$ cat src/rtl/intersection_pkg.sv
// intersection_pkg: shared types and constants for the intersection controller.
//   state_t    - controller states; the 3-bit encodings are exported on the phase port
//   RED/YEL/GRN - per-head lamp patterns, ordered {red, yellow, green}
//   DIR_NS/EW  - the direction served by the most recent vehicle phase
package intersection_pkg;

  typedef enum logic [2:0] {
    RST_RED = 3'd0,
    NS_G    = 3'd1,
    NS_Y    = 3'd2,
    AR_NS   = 3'd3,
    EW_G    = 3'd4,
    EW_Y    = 3'd5,
    AR_EW   = 3'd6,
    PED     = 3'd7
  } state_t;

  localparam logic [2:0] RED = 3'b100;
  localparam logic [2:0] YEL = 3'b010;
  localparam logic [2:0] GRN = 3'b001;

  localparam logic DIR_NS = 1'b0;
  localparam logic DIR_EW = 1'b1;

endpackage

$ cat src/rtl/intersection_ctrl_phase_timer.sv
// phase_timer: loadable down-counter that times each controller phase.
//   clk, rst  - clock and asynchronous active-high reset (count returns to RST_VAL)
//   load      - load load_val this cycle (takes priority over counting)
//   load_val  - value loaded, i.e. phase duration minus one
//   done      - count has reached zero
module phase_timer #(
  parameter int              CNT_W   = 8,
  parameter logic [CNT_W-1:0] RST_VAL = '0
) (
  input  logic             clk,
  input  logic             rst,
  input  logic             load,
  input  logic [CNT_W-1:0] load_val,
  output logic             done
);

  logic [CNT_W-1:0] count;

  always_ff @(posedge clk or posedge rst) begin
    if (rst) begin
      count <= RST_VAL;
    end else if (load) begin
      count <= load_val;
    end else if (count != '0) begin
      count <= count - 1'b1;
    end
  end

  assign done = (count == '0);

endmodule

$ cat src/rtl/intersection_ctrl.sv
// intersection_ctrl: two-road signal controller with a latched pedestrian walk phase.
//   clk, rst                      - clock, asynchronous active-high reset
//   sensor_ew                     - EW vehicle present, consulted only when NS green expires
//   ped_req                       - pedestrian button, latched into ped_pending
//   ns_red/ns_yellow/ns_green     - NS head lamps
//   ew_red/ew_yellow/ew_green     - EW head lamps
//   ped_walk                      - walk lamp
//   ped_pending                   - request latched and not yet served
//   phase                         - current state encoding
//
// state   | meaning
// RST_RED | post-reset all-red clearance
// NS_G    | NS green; minimum time, rests here while nothing is waiting
// NS_Y    | NS yellow
// AR_NS   | all-red after NS, records NS as last served
// EW_G    | EW green, fixed time
// EW_Y    | EW yellow
// AR_EW   | all-red after EW, records EW as last served
// PED     | pedestrian walk, all vehicle heads red
module intersection_ctrl
  import intersection_pkg::*;
#(
  parameter int CNT_W      = 8,
  parameter int GREEN_CYC  = 16,
  parameter int YELLOW_CYC = 4,
  parameter int ALLRED_CYC = 2,
  parameter int PED_CYC    = 8
) (
  input  logic       clk,
  input  logic       rst,
  input  logic       sensor_ew,
  input  logic       ped_req,
  output logic       ns_red,
  output logic       ns_yellow,
  output logic       ns_green,
  output logic       ew_red,
  output logic       ew_yellow,
  output logic       ew_green,
  output logic       ped_walk,
  output logic       ped_pending,
  output logic [2:0] phase
);

  localparam longint MAX_CYC = longint'(1) << CNT_W;

  if (GREEN_CYC < 1 || longint'(GREEN_CYC) > MAX_CYC ||
      YELLOW_CYC < 1 || longint'(YELLOW_CYC) > MAX_CYC ||
      ALLRED_CYC < 1 || longint'(ALLRED_CYC) > MAX_CYC ||
      PED_CYC < 1 || longint'(PED_CYC) > MAX_CYC) begin : g_bad_cyc
    $error("intersection_ctrl: every *_CYC must lie in 1..2**CNT_W");
  end

  state_t           state;
  state_t           next_state;
  logic             last_dir;
  logic             done;
  logic [CNT_W-1:0] load_val;
  logic [2:0]       ns_lamp;
  logic [2:0]       ew_lamp;

  function automatic logic [CNT_W-1:0] dur_m1(input state_t s);
    case (s)
      NS_G, EW_G: dur_m1 = CNT_W'(GREEN_CYC - 1);
      NS_Y, EW_Y: dur_m1 = CNT_W'(YELLOW_CYC - 1);
      PED:        dur_m1 = CNT_W'(PED_CYC - 1);
      default:    dur_m1 = CNT_W'(ALLRED_CYC - 1);
    endcase
  endfunction

  // Every expiry reloads the timer, including the NS green rest, which is
  // simply a reload into the same state.
  phase_timer #(
    .CNT_W  (CNT_W),
    .RST_VAL(CNT_W'(ALLRED_CYC - 1))
  ) u_timer (
    .clk     (clk),
    .rst     (rst),
    .load    (done),
    .load_val(load_val),
    .done    (done)
  );

  assign load_val = dur_m1(next_state);

  always_comb begin
    next_state = state;
    if (done) begin
      case (state)
        RST_RED: next_state = NS_G;
        NS_G:    next_state = (sensor_ew || ped_pending) ? NS_Y : NS_G;
        NS_Y:    next_state = AR_NS;
        AR_NS:   next_state = ped_pending ? PED : EW_G;
        EW_G:    next_state = EW_Y;
        EW_Y:    next_state = AR_EW;
        AR_EW:   next_state = ped_pending ? PED : NS_G;
        PED:     next_state = (last_dir == DIR_NS) ? EW_G : NS_G;
        default: next_state = RST_RED;
      endcase
    end
  end

  always_ff @(posedge clk or posedge rst) begin
    if (rst) begin
      state       <= RST_RED;
      ped_pending <= 1'b0;
      last_dir    <= DIR_EW;
    end else begin
      state <= next_state;
      if (state == AR_NS) last_dir <= DIR_NS;
      if (state == AR_EW) last_dir <= DIR_EW;
      // A press on the entry edge into PED beats the clear so it is not lost.
      if (ped_req) begin
        ped_pending <= 1'b1;
      end else if (next_state == PED && state != PED) begin
        ped_pending <= 1'b0;
      end
    end
  end

  always_comb begin
    ns_lamp  = RED;
    ew_lamp  = RED;
    ped_walk = 1'b0;
    case (state)
      NS_G:    ns_lamp = GRN;
      NS_Y:    ns_lamp = YEL;
      EW_G:    ew_lamp = GRN;
      EW_Y:    ew_lamp = YEL;
      PED:     ped_walk = 1'b1;
      default: ;
    endcase
  end

  assign {ns_red, ns_yellow, ns_green} = ns_lamp;
  assign {ew_red, ew_yellow, ew_green} = ew_lamp;
  assign phase = state;

endmodule

$ cat config.mk
export PLATFORM = sky130hd
export DESIGN_NAME = intersection_ctrl
export DESIGN_NICKNAME = d
export VERILOG_FILES = /design/src/rtl/intersection_pkg.sv /design/src/rtl/intersection_ctrl_phase_timer.sv /design/src/rtl/intersection_ctrl.sv
export SDC_FILE = /design/constraint.sdc
export NUM_CORES = 1
export LEC_CHECK = 0
export BUFFER_PORTS_ARGS = -buffer_cell sky130_fd_sc_hd__buf_4
export CORE_UTILIZATION = 53
export DETAILED_ROUTE_END_ITERATION = 10
export PLACE_DENSITY = 0.73
export SLEW_MARGIN = 0
export SYNTH_ARGS = -nofsm -noshare
export SYNTH_HDL_FRONTEND = slang
export SYNTH_SLANG_ARGS = --single-unit
$ cat constraint.sdc
create_clock -name clk -period 2.35 [get_ports clk]
set_input_delay 0.235 -clock clk [delete_from_list [all_inputs] [get_ports clk]]
set_output_delay 0.235 -clock clk [all_outputs]
set_load 0.02 [all_outputs]
==> results.sh <==
export IMPL_detail_route_wl_per_cell_um=12.7
export IMPL_ff2ff_setup_slack_ns=0.30
export IMPL_final_period_util=0.872
export IMPL_rsz_0062_raised_after_global_routing="false"
export IMPL_via_count_of_the_first_global_routing_pass=614
export IMPL_ys_seq_area_frac=0.390
export IMPL_share_of_layout_cells_above_drive_strength_1=0.317
export IMPL_cts_root_buffer="sky130_fd_sc_hd__clkbuf_4"
export IMPL_globalplace_congestion=0.836
export IMPL_max_freq_ghz=0.488
export IMPL_place_inst=112
export IMPL_drt_first_iter_violations=7
export IMPL_placed_wire_length_estimate_mm=1.14
export IMPL_end_kind="flop"
export IMPL_io_pins=15
export IMPL_start_kind="flop"
export IMPL_cp_slowest_cell="sky130_fd_sc_hd__or3_4"
export IMPL_fin_worst_skew_ns=0.00700
export IMPL_grt_start_max_net_pins=14
export IMPL_fillers=124
export IMPL_synth_distinct_cells=39
export IMPL_run_status="complete, no violations"
export IMPL_cap_violations=0
export IMPL_firstDrtPassIters=4
export IMPL_drcViolationCount=0
export IMPL_die_height_um=41.8
export IMPL_grt_overflow_total=0
export IMPL_area_delta_synth_final_pct=15.9
export IMPL_grt_pass1_wl_mm=2.58
export IMPL_cellLeakagePower_nw=0.462
export IMPL_cts_inserted_buffers=3
export IMPL_grtUsageTotal=0.189
export IMPL_final_non_filler_cell_total=117
export IMPL_htree_levels=1
export IMPL_finish_net_count=108
export IMPL_final_period_minus_worst_setup_slack_ns=2.05
export IMPL_clock_sink_count=13
export IMPL_path_cells="inv_1 -> ha_1 -> nor4b_4 -> nand3_2 -> or3_4 -> xnor2_1 -> o31ai_1"
export IMPL_synth_enable_flop_cells=0
export IMPL_timing_max_transition_violations_final=0
export IMPL_fp_row_count=14
export IMPL_initial_utilization=0.565
export IMPL_worst_setup_path_type="flop to flop"
export IMPL_cp_data_required_time_ns=2.52
export IMPL_power_ir_vdd_worst_uv=659
export IMPL_max_clock_path_buffers=2
export IMPL_netlist_instances=84
export IMPL_worstHoldPathType="input port to flop"
export IMPL_most_common_layout_cells="15 x sky130_fd_sc_hd__buf_4, 11 x sky130_fd_sc_hd__dfrtp_1, 9 x sky130_fd_sc_hd__nor2_1"
export IMPL_syn_nets=90
export IMPL_antenna_found_initial=0
export IMPL_synth_ff_latch_count=13
export IMPL_timing_critical_path_buf_inv=1
export IMPL_placeableCoreArea_um2=1490
export IMPL_cp_arrival_ns=2.22
export IMPL_avgSynthCellArea_um2=10.0
export IMPL_power_density_cell_area_nw_per_um2=1150
export IMPL_post_synth_top_flop="sky130_fd_sc_hd__dfrtp_1"
export IMPL_io_buffer_count=14
export IMPL_standard_cell_area_after_detailed_placement_um2=938
export IMPL_register_clock_pin_slew_on_the_reported_worst_setup_and_hold_paths_ns=0.08
export IMPL_worstPathMaxFanout=5
export IMPL_final_cell_area_um2=975
export IMPL_worst_slew_pin_transition_ns=0.469
export IMPL_max_slew_margin_rel=0.687
export IMPL_route_detailed_vias_per_inst=5.60
export IMPL_post_layout_total_power_mw=1.12
export IMPL_antenna_cells_inserted=0
export IMPL_setup_viol=0
export IMPL_antenna_violating_nets_post_route=0
export IMPL_die_w_um=41.8
export IMPL_fin_tns_setup_ns=0
export IMPL_postCtsSetupRepairBufs=0
export IMPL_synthArstFlopShare=1.00
export IMPL_timing_critical_path_slowest_cell_delay_ns=0.44
export IMPL_detailroute_via_count=655
export IMPL_final_common_cell="sky130_fd_sc_hd__buf_4"
export IMPL_cts_tree="built"
export IMPL_hold_viol=0
export IMPL_top_delay_family_on_crit_path="simple AND/OR/NAND/NOR gates"
export IMPL_yosysWarningCount=0
export IMPL_worst_skew_pair_late_latency_ns=0.27
export IMPL_syn_area_um2=841
export IMPL_design_die_area_um2=1750
export IMPL_total_wire_length_after_detailed_routing_mm=1.48
power breakdown:
group / switching, mW / internal (mW) / leakage, nW / total (mW)
clock network: 0.0695 / 0.0656 / 0.0150 / 0.135
registers: 0.153 / 0.307 / 0.150 / 0.459
logic: 0.279 / 0.250 / 0.297 / 0.529
kinds of logic after synthesis:
group | share of synthesized area
buf+inv | 0.0640
flops | 0.390
compound gates | 0.195
fa+ha+maj | 0.0298
mux | 0.0134
simple gates | 0.277
xor+xnor | 0.0313
repair_timing:
action,in CTS,in global routing
gates resized for setup,0,0
hold buffers,1,0
endpoints found under the hold margin,11,0
endpoints found under the setup margin,0,0
cells in the mapped netlist, types with 2 or more instances:
master                     count  area [um2]
sky130_fd_sc_hd__a21o_1        3        22.5
sky130_fd_sc_hd__a21oi_1       3        15.0
sky130_fd_sc_hd__clkbuf_8      2        27.5
sky130_fd_sc_hd__dfrtp_1      11         275
sky130_fd_sc_hd__dfstp_2       2        52.6
sky130_fd_sc_hd__ha_1          2        25.0
sky130_fd_sc_hd__inv_1         5        18.8
sky130_fd_sc_hd__nand2_1       7        26.3
sky130_fd_sc_hd__nand2b_1      2        12.5
sky130_fd_sc_hd__nor2_1        9        33.8
sky130_fd_sc_hd__nor3_1        6        30.0
sky130_fd_sc_hd__o21ai_0       2        10.0
sky130_fd_sc_hd__o22ai_1       2        12.5
sky130_fd_sc_hd__o31ai_1       2        15.0
sky130_fd_sc_hd__xnor2_1       2        17.5
per-stage QoR:
step,hold WS (ns),utilization,worst slack (ns)
2_1_floorplan,0.111,-,0.425
3_3_place_gp,0.282,0.630,0.389
3_5_place_dp,0.285,0.630,0.322
4_1_cts,0.127,0.655,0.307
5_1_grt,0.129,0.655,0.188
6_report,0.133,0.655,0.300
flip-flops by register name, summed over array words and instances, names as in the netlist:
name / count
last_dir: 1
phase: 3
u_timer.count: 8
ped_pending: 1
final cells by class:
| cell class | count | area [um2] | area share |
|---|---|---|---|
| Multi-Input combinational cell | 63 | 459 | 0.471 |
| Sequential cell | 13 | 328 | 0.336 |
| Timing Repair Buffer | 16 | 123 | 0.126 |
| Clock buffer | 4 | 26.3 | 0.0270 |
| Tap cell | 16 | 20.0 | 0.0205 |
| Inverter | 5 | 18.8 | 0.0193 |
final timing paths:
check | endpoint | cells after the start | startpoint
max | u_timer.count[2] | 7 | u_timer.count[1]
min | ped_pending | 2 | ped_req
max reg2reg | u_timer.count[2] | 7 | u_timer.count[1]
min reg2reg | u_timer.count[0] | 1 | u_timer.count[0]
max in group asynchronous | u_timer.count[0] | 3 | rst
min in group asynchronous | phase[0] | 3 | rst
metal layers:
layer,share of wire,global-route usage,routed length (um),vias up
met3,0.029,0.0391,43,0
li1,-,-,-,341
met2,0.46,0.306,680,9
met1,0.51,0.262,758,305
met5,0,0,0,-
met4,0,0.0387,0,0
Note: power is estimated with default switching activity, not from simulation.
